==> src/rtl/axi_read_arbiter_n.sv <==
// axi_read_arbiter_n
// ------------------
// N-channel AXI4 read-port arbiter. Line-fill and uncached single-word read
// requests from N_CH sources are merged onto one AXI read master. Only one
// burst is outstanding at a time. Returned R beats are steered back to the
// channel that owns the burst.
//
// Ports:
//   i_clk, i_rst            clock, synchronous active-high reset
//   i_req_valid/o_req_ready per-channel request handshake (ready is a one-hot
//                           pulse in the cycle the request is accepted)
//   i_req_addr/len/size     per-channel request fields, channel k in slice k
//   i_req_cached            1 = cacheable (arcache 4'b1111), 0 = uncached
//   o_resp_valid            one-hot beat strobe to the granted channel
//   o_resp_data/last/err    shared beat payload, last flag, rresp != 0
//   o_busy                  arbiter is not idle
//   o_proto_err             sticky AXI response protocol violation flag
//   ar*/arready             AXI read address channel (master side)
//   rid/rdata/rresp/rlast/rvalid/rready   AXI read data channel

module axi_read_arbiter_n #(
    parameter int N_CH      = 4,
    parameter int ADDR_W    = 32,
    parameter int DATA_W    = 32,
    parameter int ID_W      = 4,
    parameter int ID_BASE   = 0,
    parameter int PRIO_MODE = 1,
    parameter int MAX_LEN   = 16
) (
    input  logic                 i_clk,
    input  logic                 i_rst,

    input  logic [N_CH-1:0]        i_req_valid,
    output logic [N_CH-1:0]        o_req_ready,
    input  logic [N_CH*ADDR_W-1:0] i_req_addr,
    input  logic [N_CH*8-1:0]      i_req_len,
    input  logic [N_CH*3-1:0]      i_req_size,
    input  logic [N_CH-1:0]        i_req_cached,

    output logic [N_CH-1:0]      o_resp_valid,
    output logic [DATA_W-1:0]    o_resp_data,
    output logic                 o_resp_last,
    output logic                 o_resp_err,
    output logic                 o_busy,
    output logic                 o_proto_err,

    output logic [ID_W-1:0]      arid,
    output logic [ADDR_W-1:0]    araddr,
    output logic [7:0]           arlen,
    output logic [2:0]           arsize,
    output logic [1:0]           arburst,
    output logic [1:0]           arlock,
    output logic [3:0]           arcache,
    output logic [2:0]           arprot,
    output logic                 arvalid,
    input  logic                 arready,

    input  logic [ID_W-1:0]      rid,
    input  logic [DATA_W-1:0]    rdata,
    input  logic [1:0]           rresp,
    input  logic                 rlast,
    input  logic                 rvalid,
    output logic                 rready
);

    localparam int IDX_W = (N_CH > 1) ? $clog2(N_CH) : 1;

    typedef enum logic [1:0] {
        IDLE = 2'd0,
        ADDR = 2'd1,
        DATA = 2'd2
    } state_t;

    state_t             state;
    state_t             state_next;

    logic [IDX_W-1:0]   gnt_reg;
    logic [IDX_W-1:0]   gnt_next;
    logic [IDX_W-1:0]   rr_ptr;
    logic [7:0]         beat_cnt;
    logic               proto_err;

    logic               any_req;
    logic               found;
    int                 scan_idx;
    logic [7:0]         sel_len_raw;
    logic [7:0]         sel_len;
    logic               beat;

    // Grant selection. Fixed mode scans from index 0; round-robin mode scans
    // from the pointer and wraps, so the channel after the last owner gets
    // the first chance.
    always_comb begin
        any_req  = |i_req_valid;
        found    = 1'b0;
        gnt_next = '0;
        scan_idx = 0;
        for (int i = 0; i < N_CH; i++) begin
            if (PRIO_MODE == 0) begin
                scan_idx = i;
            end else begin
                scan_idx = (int'(rr_ptr) + i) % N_CH;
            end
            if (!found && i_req_valid[IDX_W'(scan_idx)]) begin
                found    = 1'b1;
                gnt_next = IDX_W'(scan_idx);
            end
        end
    end

    // Burst length clamp: anything longer than MAX_LEN beats is cut down to
    // exactly MAX_LEN beats. The compare is done in 9 bits so len 255 does
    // not wrap.
    always_comb begin
        sel_len_raw = i_req_len[int'(gnt_next)*8 +: 8];
        sel_len     = sel_len_raw;
        if (({1'b0, sel_len_raw} + 9'd1) > 9'(MAX_LEN)) begin
            sel_len = 8'(MAX_LEN - 1);
        end
    end

    // Next-state logic and the combinational request/response outputs.
    // Accept and beat strobes are zero-latency so a source sees its grant
    // and its data in the same cycle as the triggering condition.
    always_comb begin
        state_next   = state;
        o_req_ready  = '0;
        o_resp_valid = '0;
        o_resp_data  = '0;
        o_resp_last  = 1'b0;
        o_resp_err   = 1'b0;
        beat         = 1'b0;

        case (state)
            IDLE: begin
                if (any_req && !i_rst) begin
                    o_req_ready[gnt_next] = 1'b1;
                    state_next            = ADDR;
                end
            end
            ADDR: begin
                if (arready) begin
                    state_next = DATA;
                end
            end
            DATA: begin
                beat = rvalid;
                if (rvalid) begin
                    o_resp_valid[gnt_reg] = 1'b1;
                    o_resp_data           = rdata;
                    o_resp_last           = rlast;
                    o_resp_err            = |rresp;
                    if (rlast) begin
                        state_next = IDLE;
                    end
                end
            end
            default: begin
                state_next = IDLE;
            end
        endcase
    end

    // State register, latched AR fields, beat counter, round-robin pointer
    // and the sticky protocol checker. The checks only flag; the burst is
    // always terminated by rlast alone so a misbehaving slave cannot wedge
    // the arbiter in DATA.
    always_ff @(posedge i_clk) begin
        if (i_rst) begin
            state     <= IDLE;
            gnt_reg   <= '0;
            rr_ptr    <= '0;
            beat_cnt  <= '0;
            proto_err <= 1'b0;
            arid      <= '0;
            araddr    <= '0;
            arlen     <= '0;
            arsize    <= '0;
            arcache   <= '0;
        end else begin
            state <= state_next;
            case (state)
                IDLE: begin
                    if (any_req) begin
                        gnt_reg <= gnt_next;
                        arid    <= ID_W'(ID_BASE + int'(gnt_next));
                        araddr  <= i_req_addr[int'(gnt_next)*ADDR_W +: ADDR_W];
                        arlen   <= sel_len;
                        arsize  <= i_req_size[int'(gnt_next)*3 +: 3];
                        arcache <= i_req_cached[gnt_next] ? 4'b1111 : 4'b0000;
                    end
                end
                ADDR: begin
                    if (arready) begin
                        beat_cnt <= '0;
                    end
                end
                DATA: begin
                    if (beat) begin
                        beat_cnt <= beat_cnt + 8'd1;
                        if ((rid != arid) ||
                            (rlast && (beat_cnt != arlen)) ||
                            (!rlast && (beat_cnt == arlen))) begin
                            proto_err <= 1'b1;
                        end
                        if (rlast) begin
                            rr_ptr <= (gnt_reg == IDX_W'(N_CH - 1)) ? '0 : gnt_reg + 1'b1;
                        end
                    end
                end
                default: begin
                end
            endcase
        end
    end

    assign arvalid     = (state == ADDR);
    assign rready      = (state == DATA);
    assign arburst     = 2'b01;
    assign arlock      = 2'b00;
    assign arprot      = 3'b000;
    assign o_busy      = (state != IDLE);
    assign o_proto_err = proto_err;

endmodule

==> config.mk <==
export PLATFORM = sky130hd
export DESIGN_NAME = axi_read_arbiter_n
export DESIGN_NICKNAME = d
export VERILOG_FILES = /design/src/rtl/axi_read_arbiter_n.sv
export SDC_FILE = /design/constraint.sdc
export NUM_CORES = 1
export LEC_CHECK = 0
export BUFFER_PORTS_ARGS = -buffer_cell sky130_fd_sc_hd__buf_2
export CAP_MARGIN = 20
export CORE_AREA = 2 2 126 128
export CTS_CLUSTER_DIAMETER = 100
export CTS_CLUSTER_SIZE = 14
export DETAILED_ROUTE_END_ITERATION = 16
export DIE_AREA = 0 0 128 130
export PLACE_DENSITY_LB_ADDON = 0.08
export SLEW_MARGIN = 20
export SYNTH_ARGS = -nofsm -noshare
export SYNTH_HDL_FRONTEND = slang
export SYNTH_SLANG_ARGS = --single-unit
==> constraint.sdc <==
create_clock -name i_clk -period 3.9 [get_ports i_clk]
set_clock_uncertainty 0.2 [all_clocks]
set_input_delay 0.585 -clock i_clk [delete_from_list [all_inputs] [get_ports i_clk]]
set_output_delay 0.585 -clock i_clk [all_outputs]
set_load 0.03 [all_outputs]
# Word level (Yosys, flattened, before mapping)
# Index checks and enable logic that the tools add are counted.
[op_classes]
shift = 3
n_mux = 47
n_addsub = 6
n_lt_le_gt_ge = 9
mul = 1
reduce_logical = 25
eq_ne = 11
[ops]
columns = ["operator", "n"]
rows = [
  ["128-bit by 8-bit variable part select with 32-bit output", 1],
  ["32-bit two-way mux", 2],
  ["32-bit by 6-bit variable part select with 8-bit output", 1],
  ["8-bit two-way mux", 3],
  ["4-bit two-way mux", 5],
  ["1-bit two-way mux", 19],
  ["2-bit two-way mux", 9],
  ["2-bit by 4-bit < comparator with 1-bit output (second input constant)", 4],
  ["8-bit case mux with 2 select lines", 1],
  ["12-bit by 5-bit variable part select with 3-bit output", 1],
  ["1-bit binary-select mux with 2-bit select", 5],
  ["8-bit by 1-bit adder with 9-bit output (second input constant)", 1],
  ["9-bit by 5-bit > comparator with 1-bit output (second input constant)", 1],
  ["3-bit AND reduction", 3],
  ["8-bit by 1-bit adder with 8-bit output (second input constant)", 1],
  ["8-bit == test", 1],
  ["1-bit logical AND", 8],
  ["8-bit inequality test", 1],
  ["2-bit by 3-bit < comparator with 1-bit output (second input constant)", 2],
  ["2-bit inequality test (second input constant)", 3],
  ["2-bit case mux with 3 select lines", 1],
  ["1-bit zero test", 5],
  ["2-bit by 1-bit adder with 2-bit output (second input constant)", 2],
  ["2-bit adder (second input constant)", 2],
  ["14 further kinds", 20],
]
[totals]
regBits = 62
in_bits = 223
out_inout_bits = 104
elab_cells = 111

# Longest topological paths before layout
[logic_depth]
depth_word = 19
ltp_mapped = 9

# Worst setup path before layout
# OpenSTA, ideal clock, no wires.
[synth_timing]
path_kind = "input to output"
from = "input port i_req_valid[2]"
to = "output port o_req_ready[1]"
path_stages = 6
slack_ns = 1.124
path_buffers = 1
t_arrival_ns = 1.991
cell_sequence = "nor2b_1 > a21o_1 > a211oi_2 > clkbuf_1 > nand2_1 > nor2_1"
[synth_via]
elab_chain_cells = 19
[synth_rtl]
columns = ["element", "line", "text"]
rows = [
  ["from (decl)", "33", "input logic [N_CH-1:0] i_req_valid,"],
  ["1-bit binary-select mux with 2-bit select", "104", "if (!found && i_req_valid[IDX_W'(scan_idx)]) begin"],
  ["1-bit two-way mux (implied by the code) (2 in series)", "104", ""],
  ["1-bit two-way mux", "104", ""],
  ["1-bit zero test", "104", ""],
  ["1-bit logical AND", "104", ""],
  ["1-bit two-way mux", "104", ""],
  ["1-bit zero test", "104", ""],
  ["1-bit logical AND", "104", ""],
  ["(+2 left out)", "n/a", ""],
  ["1-bit logical AND", "104", ""],
  ["2-bit two-way mux", "104", ""],
  ["2-bit by 3-bit < comparator with 1-bit output (implied by the code) / 2-bit by 1-bit greater-or-equal comparator with 1-bit output (equally long branches)", "137", "o_req_ready[gnt_next] = 1'b1;"],
  ["1-bit logical AND (implied by the code)", "137", ""],
  ["1-bit two-way mux (implied by the code)", "137", ""],
  ["1-bit demux with 2-bit select", "137", ""],
  ["4-bit two-way mux *", "136", "if (any_req && !i_rst) begin"],
  ["4-bit two-way mux *", "134", "case (state)"],
  ["to (decl)", "34", "output logic [N_CH-1:0] o_req_ready,"],
]
# Mark *: on every way between the ends. The rest lies on a longest branch, timed or not. The select of a mux whose other input is x is not followed.

# Worst setup path in the final report
[layout_timing]
from = "input port i_req_valid[1]"
to = "output port o_req_ready[2]"
# Same word-level chain as after synthesis.

==> results.md <==
* Power per cell area at ~360 mW/mm2
* Reg2Reg Launch Point: rr_ptr[0]
* Buffers on Ports at 317
* Core Area at 0.0154 mm2
* MaxCap Viol Count at 0
* Commonest non-fill, non-tap cells in the layout: 317 x buf_2, 91 x nand2_1, 75 x mux2i_1
* Fraction of layout cells with a size suffix above 1 at between 40% and 50%
* Mapped Area at ~0.0039 mm2
* Sequential power share at between 30% and 40%
* Initial Util at 25.5%
* CP Capture Type: output pin
* Area Growth Syn to Fin at 50.6%
* I/O pin count at around 330
* Status: completed
* Antenna cells at 0
* First drt pass iteration count at 4
* Async S/R FF share, synth at 0%
* Peak supply drop at around 0.16 mV
* Netlist cell types at 38
* Gr busiest metal: met2
* Worst setup SP type: primary input
* Met3 Use GR at under 10%
* DR vias at roughly 4600
* Vias in the first global route at 4322
* Post_cts resized at 0
* Met1 Track Usage GR at 17.3%
* Hold Buf Count CTS at 0
* RSZ-0062 raised after global routing: false
* Die ar. at 0.0166 mm2
* Syn. warnings at 0
* Nets@finish at 993
* Slew @ Worst Pin at between 0.6 and 0.7 ns
* Switch Pwr at 0.719 mW
* Final TNS setup at 0 ns
* Seq/Total Area, Yosys at 30.1%
* CTS Buf Count at 9
* #FFs+latches synth at slightly below 60
* Sink Count at 59
* Reg2Reg Depth at 7
* Max Freq at 351 MHz
* Clk_lat worst skew at 0.33 ns
* First-pass GRT wire length at 21400 um
* Hpwl dp at 11900 um
* Post-synthesis cell count at 471
* CTS tree: built
* DRT Wirelength at between 10000 and 15000 um
* Critical Path End: o_req_ready[2]
* Initial antenna violation count at 1
* Endpoints failing setup at 0
* Avg Inst Size Synth at 8.34 um2
* Row count at 46
* DRT iter0 DRCs at 155
* Crit path time final at 2.85 ns
* CTS H-tree lvls at 3
* CP Data Arrival Time at 2.06 ns
* Largest net degree at the start of global routing at 44
* Clock tree buffer depth at 2
* Min Hold Slack at 0.256 ns
* DRC violations left at 0
* WL/cell at 15.4 um
* Final period utilization at ~73%
* Clock power frac at 37.2%
* Die width at ~130 um
* Logic pwr share at 30.2%
* Lkg Pwr at 3.10 nW
* Post-synth EDFFs at 0
* Top_reg_cell synth: dfxtp_1
* CP Max Fanout at 21
* Die height at ~130 um
* Worst-path clk slew at 0.05 ns
* RR Endpoint: araddr[28]
* Mean number of vias per cell at 4.75
* Post-CTS setup repair buffer count at 0
* WS Path Type: in2out
* Commonest non-fill, non-tap cell in the layout: buf_2
* Cell internal pwr at 1.43 mW
* Fillcell total at between 1500 and 2000
* Max Slew Vio Count at 0
* Flip-flop and latch area at 0.00118 mm2
* GRT overflow at 0
* Relative slew slack at 55.5%
* Worst endpoint required time at 3.12 ns
* Hold/Removal Path Class: reg2reg
* Tot GR Track Use at 16.7%
* Root buffer cell: clkbuf_16
* Multi-input logic area at between 0.002 and 0.0025 mm2
* Sw frac at 33.5%
* Crit. Startpoint: i_req_valid[1]
* Worst reg2reg setup slack at 1.41 ns
* DRT antenna net count at 0
* GR Util met2 at 30.4%
* GP Congestion at between 0.7 and 0.8
* Endpoints failing hold at 0
final cells by class:
type	instances	area share [%]
Clock buffer	10	4.04
Clock inverter	6	1.08
Multi-Input combinational cell	364	42.1
Sequential cell	59	20.0
Tap cell	192	4.06
Timing Repair Buffer	326	28.4
Inverter	5	0.317
cells in the mapped netlist, drive strengths merged, types with 7 or more instances:
library cell  instances  area, um2
nand2                91        342
mux2i                75        751
dfxtp                59       1180
and3                 39        244
a32o                 36        360
nor2                 32        123
clkbuf               26       97.6
buf                  24        186
a21oi                10       50.1
xnor2                10       87.6
o311ai                8       70.1
xor2                  7       61.3
power by group through the flow:
stage | registers, mW | clock network, mW | logic (mW)
after floorplan | 0.818 | 0 | 0.306
after global placement | 0.710 | 0 | 0.655
after detailed placement | 0.712 | 0 | 0.659
after CTS | 0.701 | 0.829 | 0.660
after global routing | 0.707 | 0.856 | 0.708
final | 0.700 | 0.799 | 0.649
metal layers:
metal | vias up | wire, um
met3 | 27 | 1320
met2 | 220 | 7360
met4 | 0 | 441
li1 | 2257 | -
met5 | - | 0
met1 | 2063 | 5660
through the flow:
stage / cells / setup slack (ns) / instance area, um2 / power (mW) / utilization, %
global route: 962 / 0.944 / 5910 / 2.27 / 38.3
finish: 962 / 1.05 / 5910 / 2.15 / 38.3
detailed placement: 946 / 0.991 / 5610 / 1.37 / 36.4
floorplan: 478 / 1.12 / 3950 / 1.12 / -
global placement: 946 / 1.03 / 5610 / 1.37 / 36.4
CTS: 962 / 1.03 / 5910 / 2.19 / 38.3
critical path, stage by stage:
cell and delay, ns:
buf_2 0.12, nand2b_1 0.16, a21oi_1 0.12, o32a_2 0.60, and3_1 0.26, buf_2 0.21
flip-flops by register name, indices dropped and copies added, names as in the netlist:
signal       count
rr_ptr           2
arcache          1
arsize           3
o_proto_err      1
araddr          32
arid             2
beat_cnt         8
state            2
arlen            8
how the worst min path moves through the flow:
stage | start | cells after the start | endpoint
floorplan | rr_ptr[0] | 2 | rr_ptr[0]
global placement | araddr[11] | 1 | araddr[11]
detailed placement | araddr[17] | 1 | araddr[17]
CTS | araddr[28] | 1 | araddr[28]
global route | araddr[17] | 1 | araddr[17]
finish | araddr[28] | 1 | araddr[28]
kinds of logic (layout without fill, tap and decap cells):
kind of cell    after synthesis  in the layout  synth area share [%]
compound gates               66             66                  14.8
xor+xnor                     17             17                  3.79
fa+ha+maj                     5              5                  1.59
buf+inv                      55            347                  7.71
flops                        59             59                  30.1
mux                          75             75                  19.1
other cells                   2              9                 0.191
simple gates                192            192                  22.7
No activity file was read; power rests on OpenSTA's default activity.
